$ cat src/rtl/mips_prog_pkg.sv
// Shared definitions for the MIPS program loader: loader states and word geometry.
// Imported by the loader, its byte assembler and the MIPS top.
package mips_prog_pkg;

    localparam int DEF_ADDR_W = 8;
    localparam int DEF_DATA_W = 32;

    typedef enum logic [2:0] {
        ST_IDLE,
        ST_HDR,
        ST_LOAD,
        ST_COMMIT,
        ST_BOOT,
        ST_RUN
    } ld_state_e;

    function automatic int bpw(input int data_w);
        return data_w / 8;
    endfunction

endpackage

$ cat src/rtl/prog_word_asm.sv
// Big-endian word assembler: shifts bytes in MSB-first and flags the last byte.
// word_out already includes the byte being accepted so the caller can latch it.
module prog_word_asm
    import mips_prog_pkg::*;
#(
    parameter int DATA_W = DEF_DATA_W
) (
    input  logic              clk,
    input  logic              reset,
    input  logic              clr,
    input  logic [7:0]        byte_in,
    input  logic              byte_en,
    output logic [DATA_W-1:0] word_out,
    output logic              word_done
);

    localparam int BPW = bpw(DATA_W);
    localparam int CW  = (BPW > 1) ? $clog2(BPW) : 1;

    logic [DATA_W-1:0] shift_q, shift_d;
    logic [CW-1:0]     cnt_q, cnt_d;

    always_comb begin
        word_out  = (shift_q << 8) | DATA_W'(byte_in);
        word_done = byte_en && (cnt_q == CW'(BPW - 1));
        shift_d   = shift_q;
        cnt_d     = cnt_q;
        if (clr) begin
            shift_d = '0;
            cnt_d   = '0;
        end else if (byte_en) begin
            shift_d = word_out;
            cnt_d   = word_done ? '0 : cnt_q + CW'(1);
        end
    end

    always_ff @(posedge clk or negedge reset) begin
        if (!reset) begin
            shift_q <= '0;
            cnt_q   <= '0;
        end else begin
            shift_q <= shift_d;
            cnt_q   <= cnt_d;
        end
    end

endmodule

$ cat src/rtl/mips_prog_loader.sv
// Byte-stream boot loader: header word count, big-endian words written to
// program memory 0..N-1, then a core reset pulse in run mode.
module mips_prog_loader
    import mips_prog_pkg::*;
#(
    parameter int ADDR_W     = DEF_ADDR_W,
    parameter int DATA_W     = DEF_DATA_W,
    parameter int RST_CYCLES = 2,
    parameter int TIMEOUT    = 1000000
) (
    input  logic              clk,
    input  logic              reset,
    input  logic [7:0]        rx_data,
    input  logic              rx_valid,
    output logic              rx_ready,
    input  logic              load_req,
    output logic              ProgMode,
    output logic [ADDR_W-1:0] Addr_Prog,
    output logic [DATA_W-1:0] Data_Prog,
    output logic              core_reset,
    output logic              busy,
    output logic              done,
    output logic              err,
    output logic [ADDR_W:0]   words_loaded
);

    localparam int TW = (TIMEOUT > 1) ? $clog2(TIMEOUT) : 1;
    localparam int BW = (RST_CYCLES > 1) ? $clog2(RST_CYCLES) : 1;

    ld_state_e         state_q, state_d;
    logic [ADDR_W-1:0] addr_q, addr_d;
    logic [DATA_W-1:0] data_q, data_d;
    logic [ADDR_W:0]   wl_q, wl_d;
    logic [ADDR_W:0]   n_q, n_d;
    logic [BW-1:0]     boot_q, boot_d;
    logic [TW-1:0]     idle_q, idle_d;
    logic              err_q, err_d;

    logic              asm_en;
    logic              asm_clr;
    logic              tmo;
    logic              word_done;
    logic [DATA_W-1:0] word;
    logic [ADDR_W:0]   n_hdr;

    assign rx_ready = (state_q == ST_HDR) || (state_q == ST_LOAD);
    assign asm_en   = (state_q == ST_LOAD) && rx_valid && !load_req;
    assign tmo      = (TIMEOUT != 0) && (state_q == ST_LOAD) && !rx_valid
                      && (idle_q == TW'(TIMEOUT - 1));
    assign asm_clr  = (state_q == ST_HDR) || load_req || tmo;

    prog_word_asm #(.DATA_W(DATA_W)) u_asm (
        .clk      (clk),
        .reset    (reset),
        .clr      (asm_clr),
        .byte_in  (rx_data),
        .byte_en  (asm_en),
        .word_out (word),
        .word_done(word_done)
    );

    // A zero header means a full 256-word image on the 8-bit address map
    always_comb begin
        n_hdr = (ADDR_W + 1)'(rx_data);
        if (ADDR_W == 8 && rx_data == 8'd0) begin
            n_hdr = (ADDR_W + 1)'(1) << ADDR_W;
        end
    end

    always_comb begin
        state_d = state_q;
        addr_d  = addr_q;
        data_d  = data_q;
        wl_d    = wl_q;
        n_d     = n_q;
        boot_d  = boot_q;
        idle_d  = idle_q;
        err_d   = err_q;
        if (load_req) begin
            state_d = ST_IDLE;
            err_d   = 1'b0;
        end else begin
            unique case (state_q)
                ST_IDLE: state_d = ST_HDR;
                ST_HDR: begin
                    if (rx_valid) begin
                        n_d     = n_hdr;
                        wl_d    = '0;
                        idle_d  = '0;
                        state_d = ST_LOAD;
                    end
                end
                ST_LOAD: begin
                    if (rx_valid) begin
                        idle_d = '0;
                        if (word_done) begin
                            addr_d  = wl_q[ADDR_W-1:0];
                            data_d  = word;
                            state_d = ST_COMMIT;
                        end
                    end else if (tmo) begin
                        err_d   = 1'b1;
                        state_d = ST_IDLE;
                    end else if (TIMEOUT != 0) begin
                        idle_d = idle_q + TW'(1);
                    end
                end
                ST_COMMIT: begin
                    wl_d = wl_q + (ADDR_W + 1)'(1);
                    if (wl_q + (ADDR_W + 1)'(1) == n_q) begin
                        boot_d  = '0;
                        state_d = ST_BOOT;
                    end else begin
                        idle_d  = '0;
                        state_d = ST_LOAD;
                    end
                end
                ST_BOOT: begin
                    if (boot_q == BW'(RST_CYCLES - 1)) begin
                        state_d = ST_RUN;
                    end else begin
                        boot_d = boot_q + BW'(1);
                    end
                end
                ST_RUN:  state_d = ST_RUN;
                default: state_d = ST_IDLE;
            endcase
        end
    end

    always_ff @(posedge clk or negedge reset) begin
        if (!reset) begin
            state_q <= ST_IDLE;
            addr_q  <= '0;
            data_q  <= '0;
            wl_q    <= '0;
            n_q     <= '0;
            boot_q  <= '0;
            idle_q  <= '0;
            err_q   <= 1'b0;
        end else begin
            state_q <= state_d;
            addr_q  <= addr_d;
            data_q  <= data_d;
            wl_q    <= wl_d;
            n_q     <= n_d;
            boot_q  <= boot_d;
            idle_q  <= idle_d;
            err_q   <= err_d;
        end
    end

    assign ProgMode     = (state_q == ST_BOOT) || (state_q == ST_RUN);
    assign core_reset   = (state_q == ST_IDLE) || (state_q == ST_BOOT);
    assign busy         = (state_q == ST_HDR) || (state_q == ST_LOAD)
                          || (state_q == ST_COMMIT) || (state_q == ST_BOOT);
    assign done         = (state_q == ST_RUN);
    assign err          = err_q;
    assign Addr_Prog    = addr_q;
    assign Data_Prog    = data_q;
    assign words_loaded = wl_q;

endmodule

$ cat config.mk
export PLATFORM = sky130hd
export DESIGN_NAME = mips_prog_loader
export DESIGN_NICKNAME = d
export VERILOG_FILES = /design/src/rtl/mips_prog_pkg.sv /design/src/rtl/prog_word_asm.sv /design/src/rtl/mips_prog_loader.sv
export SDC_FILE = /design/constraint.sdc
export NUM_CORES = 1
export LEC_CHECK = 0
export ABC_AREA = 1
export BUFFER_PORTS_ARGS = -buffer_cell sky130_fd_sc_hd__buf_4
export CORE_ASPECT_RATIO = 1.2
export CORE_MARGIN = 5
export CORE_UTILIZATION = 52
export CTS_CLUSTER_DIAMETER = 150
export DETAILED_ROUTE_END_ITERATION = 7
export HOLD_SLACK_MARGIN = 0.06
export PLACE_DENSITY = 0.77
export REMOVE_ABC_BUFFERS = 1
export SETUP_SLACK_MARGIN = 0.15
export SYNTH_ARGS = -nofsm -noshare
export SYNTH_HDL_FRONTEND = slang
export SYNTH_SLANG_ARGS = --single-unit
$ cat constraint.sdc
create_clock -name clk -period 1.9 [get_ports clk]
set_clock_uncertainty 0.1 [all_clocks]
set_input_delay 0.38 -clock clk [delete_from_list [all_inputs] [get_ports clk]]
set_output_delay 0.38 -clock clk [all_outputs]
set_load 0.005 [all_outputs]
==> results.md <==
- Outcome: finished, violations left
- Failing checks: setup timing
- Pwr Density: 932 nW/um^2
- CP Launch Type: register
- Total Nets Final: 700
- Gr usage total: about 22%
- CTS buffer count: 9
- Worst reg2reg path depth: 11
- Sequential Power Share: 41.2%
- Worst EP required: 2.05 ns
- Max_cap viols: 0
- Hold Path Depth: 2
- Number of global-route vias before repair: about 4200
- Crit Path Class: register to register
- Final Hold Viols: 0
- Total power: approximately 6.5 mW
- Max-Slew Margin vs Limit: 70.8%
- Comb power frac: 27.7%
- I/O pins: 67
- Hold Crit Class: primary input to register
- RePlAce Congestion: 0.934
- Grt ovf: 0
- Maximum vdd drop: around 0.0006 V
- Port bufs: 66
- Final setup viols: 51
- Clock sink count: 109
- Lkg Pwr: 3.48 nW
- # DRC: 0
- Fraction of layout instances using a drive strength above 1: 35.5%
- Syn Area/Cell: ~9.1 sq um
- Die Wd: between 100 and 150 um
- Skew-Pair Late Insertion Delay: 0.35 ns
- Clock power share: 31.1%
- Wirelength, routed: roughly 15 mm
- Register bit total from synthesis: 109
- Drt first pass iters: 5
- Worst slew pin tran: 0.438 ns
- Non-filler cells, final: 813
- Critical path arrival: 2.22 ns
- Clock Tree Buf Depth: 2
- Synth Cell Area: 5140 sq um
- Core area: 9610 sq um
- Via count: 4623
- Largest net degree at the start of global routing: 49
- Most common cell after layout, fill and taps aside: nand2_1
- RSZ-0062 raised after global routing: yes
- Seq/Total Area, Yosys: 53.0%
- Cells after Synth: 566
- DRT iter0 DRCs: between 200 and 300
- Crit-path max FO: 7
- Die area: 12000 sq um
- Min Tclk post-route: 2.08 ns
- Slew Viols, Final: 0
- # diodes: 0
- Dpl cells: 772
- Vias per inst: 5.69
- Int Power: 4.35 mW
- First-pass GRT wire length: 21.3 mm
- Chip height: 119 um
- Post-DP HPWL: 8.43 mm
- Sw Share: 33.2%
- Syn. warnings: 0
- Net switching power: around 2.2 mW
- # H-tree levels: 3
- Final Cycle Share: 109%
- Fill cell count: 638
- Final worst slack: -0.175 ns
- Starting Density: 53.5%
- Clock-pin slew on the worst setup and hold paths: 0.08 ns
- Worst Setup End Kind: register
- FMAX: 482 MHz
- Synth cell types: 37
- Root Buffer: clkbuf_16
- Initial antenna violation count: 0
- Std cell rows: 39
- Most frequent cells in the layout: 128 x nand2_1, 103 x dfrtp_1, 98 x buf_4
- Post-route ant nets: 0
- Routed length per placed instance: 18.2 um
- CTS tree: yes
- Area growth from synthesis to layout: 35.7%
## through the flow
stage / utilization, % / instance area, sq um / worst slack, ns / setup TNS [ns] / hold WS, ns
floorplan: - / 5040 / -0.525 / -29.96 / -0.0156
global placement: 62.7 / 6030 / -0.0261 / -0.730 / 0.241
detailed placement: 62.7 / 6030 / -0.113 / -2.65 / 0.245
CTS: 67.7 / 6510 / -0.0374 / -0.921 / 0.162
global route: 72.6 / 6980 / -0.278 / -11.50 / 0.182
finish: 72.6 / 6980 / -0.175 / -6.96 / 0.196
## kinds of logic (layout without fill, tap and decap cells)
logic type | count (synthesis) | after routing | synth area share (%)
AOI/OAI and AO/OA | 67 | 67 | 8.22
muxes | 25 | 25 | 5.47
xor gates and xnor gates | 16 | 16 | 2.87
adders and majority gates | 3 | 3 | 0.730
buffers and inverters | 72 | 196 | 5.91
DFF | 109 | 109 | 53.0
and+or+nand+nor | 274 | 274 | 23.8
## worst paths after layout
path	from	endpoint	slack, ns
worst max register to register	state_q[2]	u_asm.shift_q[15]	-0.18
max in group asynchronous	reset	Data_Prog[14]	0.69
worst max-delay path	state_q[2]	u_asm.shift_q[15]	-0.18
min in group asynchronous	reset	Addr_Prog[3]	0.41
worst min register to register	Addr_Prog[3]	Addr_Prog[3]	0.39
worst min-delay path	load_req	err	0.20
## sequential cells by signal (all words and copies together), names as in the netlist
signal and flops:
words_loaded 9, boot_q 1, state_q 3, Addr_Prog 8, u_asm.shift_q 24, err 1
n_q 9, Data_Prog 32, u_asm.cnt_q 2, idle_q 20
## cells in the mapped netlist (all sizes together)
library cell  number  area [sq um]
a22o              18           158
inv               53           199
nand4             11          83.8
o22ai              7          43.8
nand3             43           225
buf               13          82.6
nand3b             1          7.51
o2111ai            1          8.76
nor3b              3          22.5
a21oi              3          15.0
xor2              11           104
clkinv             1          3.75
or2                1          6.26
clkbuf             5          18.8
nor4               3          18.8
mux2              25           282
dfrtp            109          2730
nor2              48           208
a21o               1          7.51
nand2            157           599
o31ai              1          7.51
xnor2              5          43.8
ha                 3          37.5
nor3               7          51.3
o21bai             1          7.51
o21ai             35           175
## worst max-delay path, stage by stage (launching register included)
cell and delay (ns):
dfrtp_1 0.43, inv_2 0.11, nand2_4 0.07, nor2_4 0.13, nand2_1 0.11, nor2_2 0.14, nand4_1 0.21, buf_4 0.22
nand3_4 0.06, nor2_4 0.06, clkbuf_16 0.15, a22o_1 0.18
## timing repair
action / in CTS / in global routing
hold buffers: 1 / 0
buffers inserted: 7 / 9
pin swaps: 6 / 20
setup endpoints to repair: 60 / 105
resized for setup: 21 / 81
cloned: 1 / 7
endpoints found under the hold margin: 29 / 0
## metal layers
metal  track usage (%)  share of wire [%]
met1              30.2                 39
met2              36.4                 51
met3              3.63                7.4
met4              5.64                3.5
met5                 0                  0
## power by group through the flow
stage               sequential [mW]  combinational [mW]  clock (mW)
finish                         2.68                1.81        2.02
global route                   2.69                1.94        2.16
CTS                            2.62                1.36        2.03
detailed placement             2.66                1.22           0
global placement               2.65                1.19           0
floorplan                      2.64               0.657           0
## final cells by class
type	count	area, sq um	share of cell area (%)
Clock inverter	7	103	1.47
Sequential cell	109	2740	39.2
Multi-Input combinational cell	385	2370	34.0
Tap cell	123	154	2.20
Timing Repair Buffer	126	1180	17.0
Inverter	54	208	2.97
Clock buffer	9	225	3.23
(Power assumes the default switching activity.)
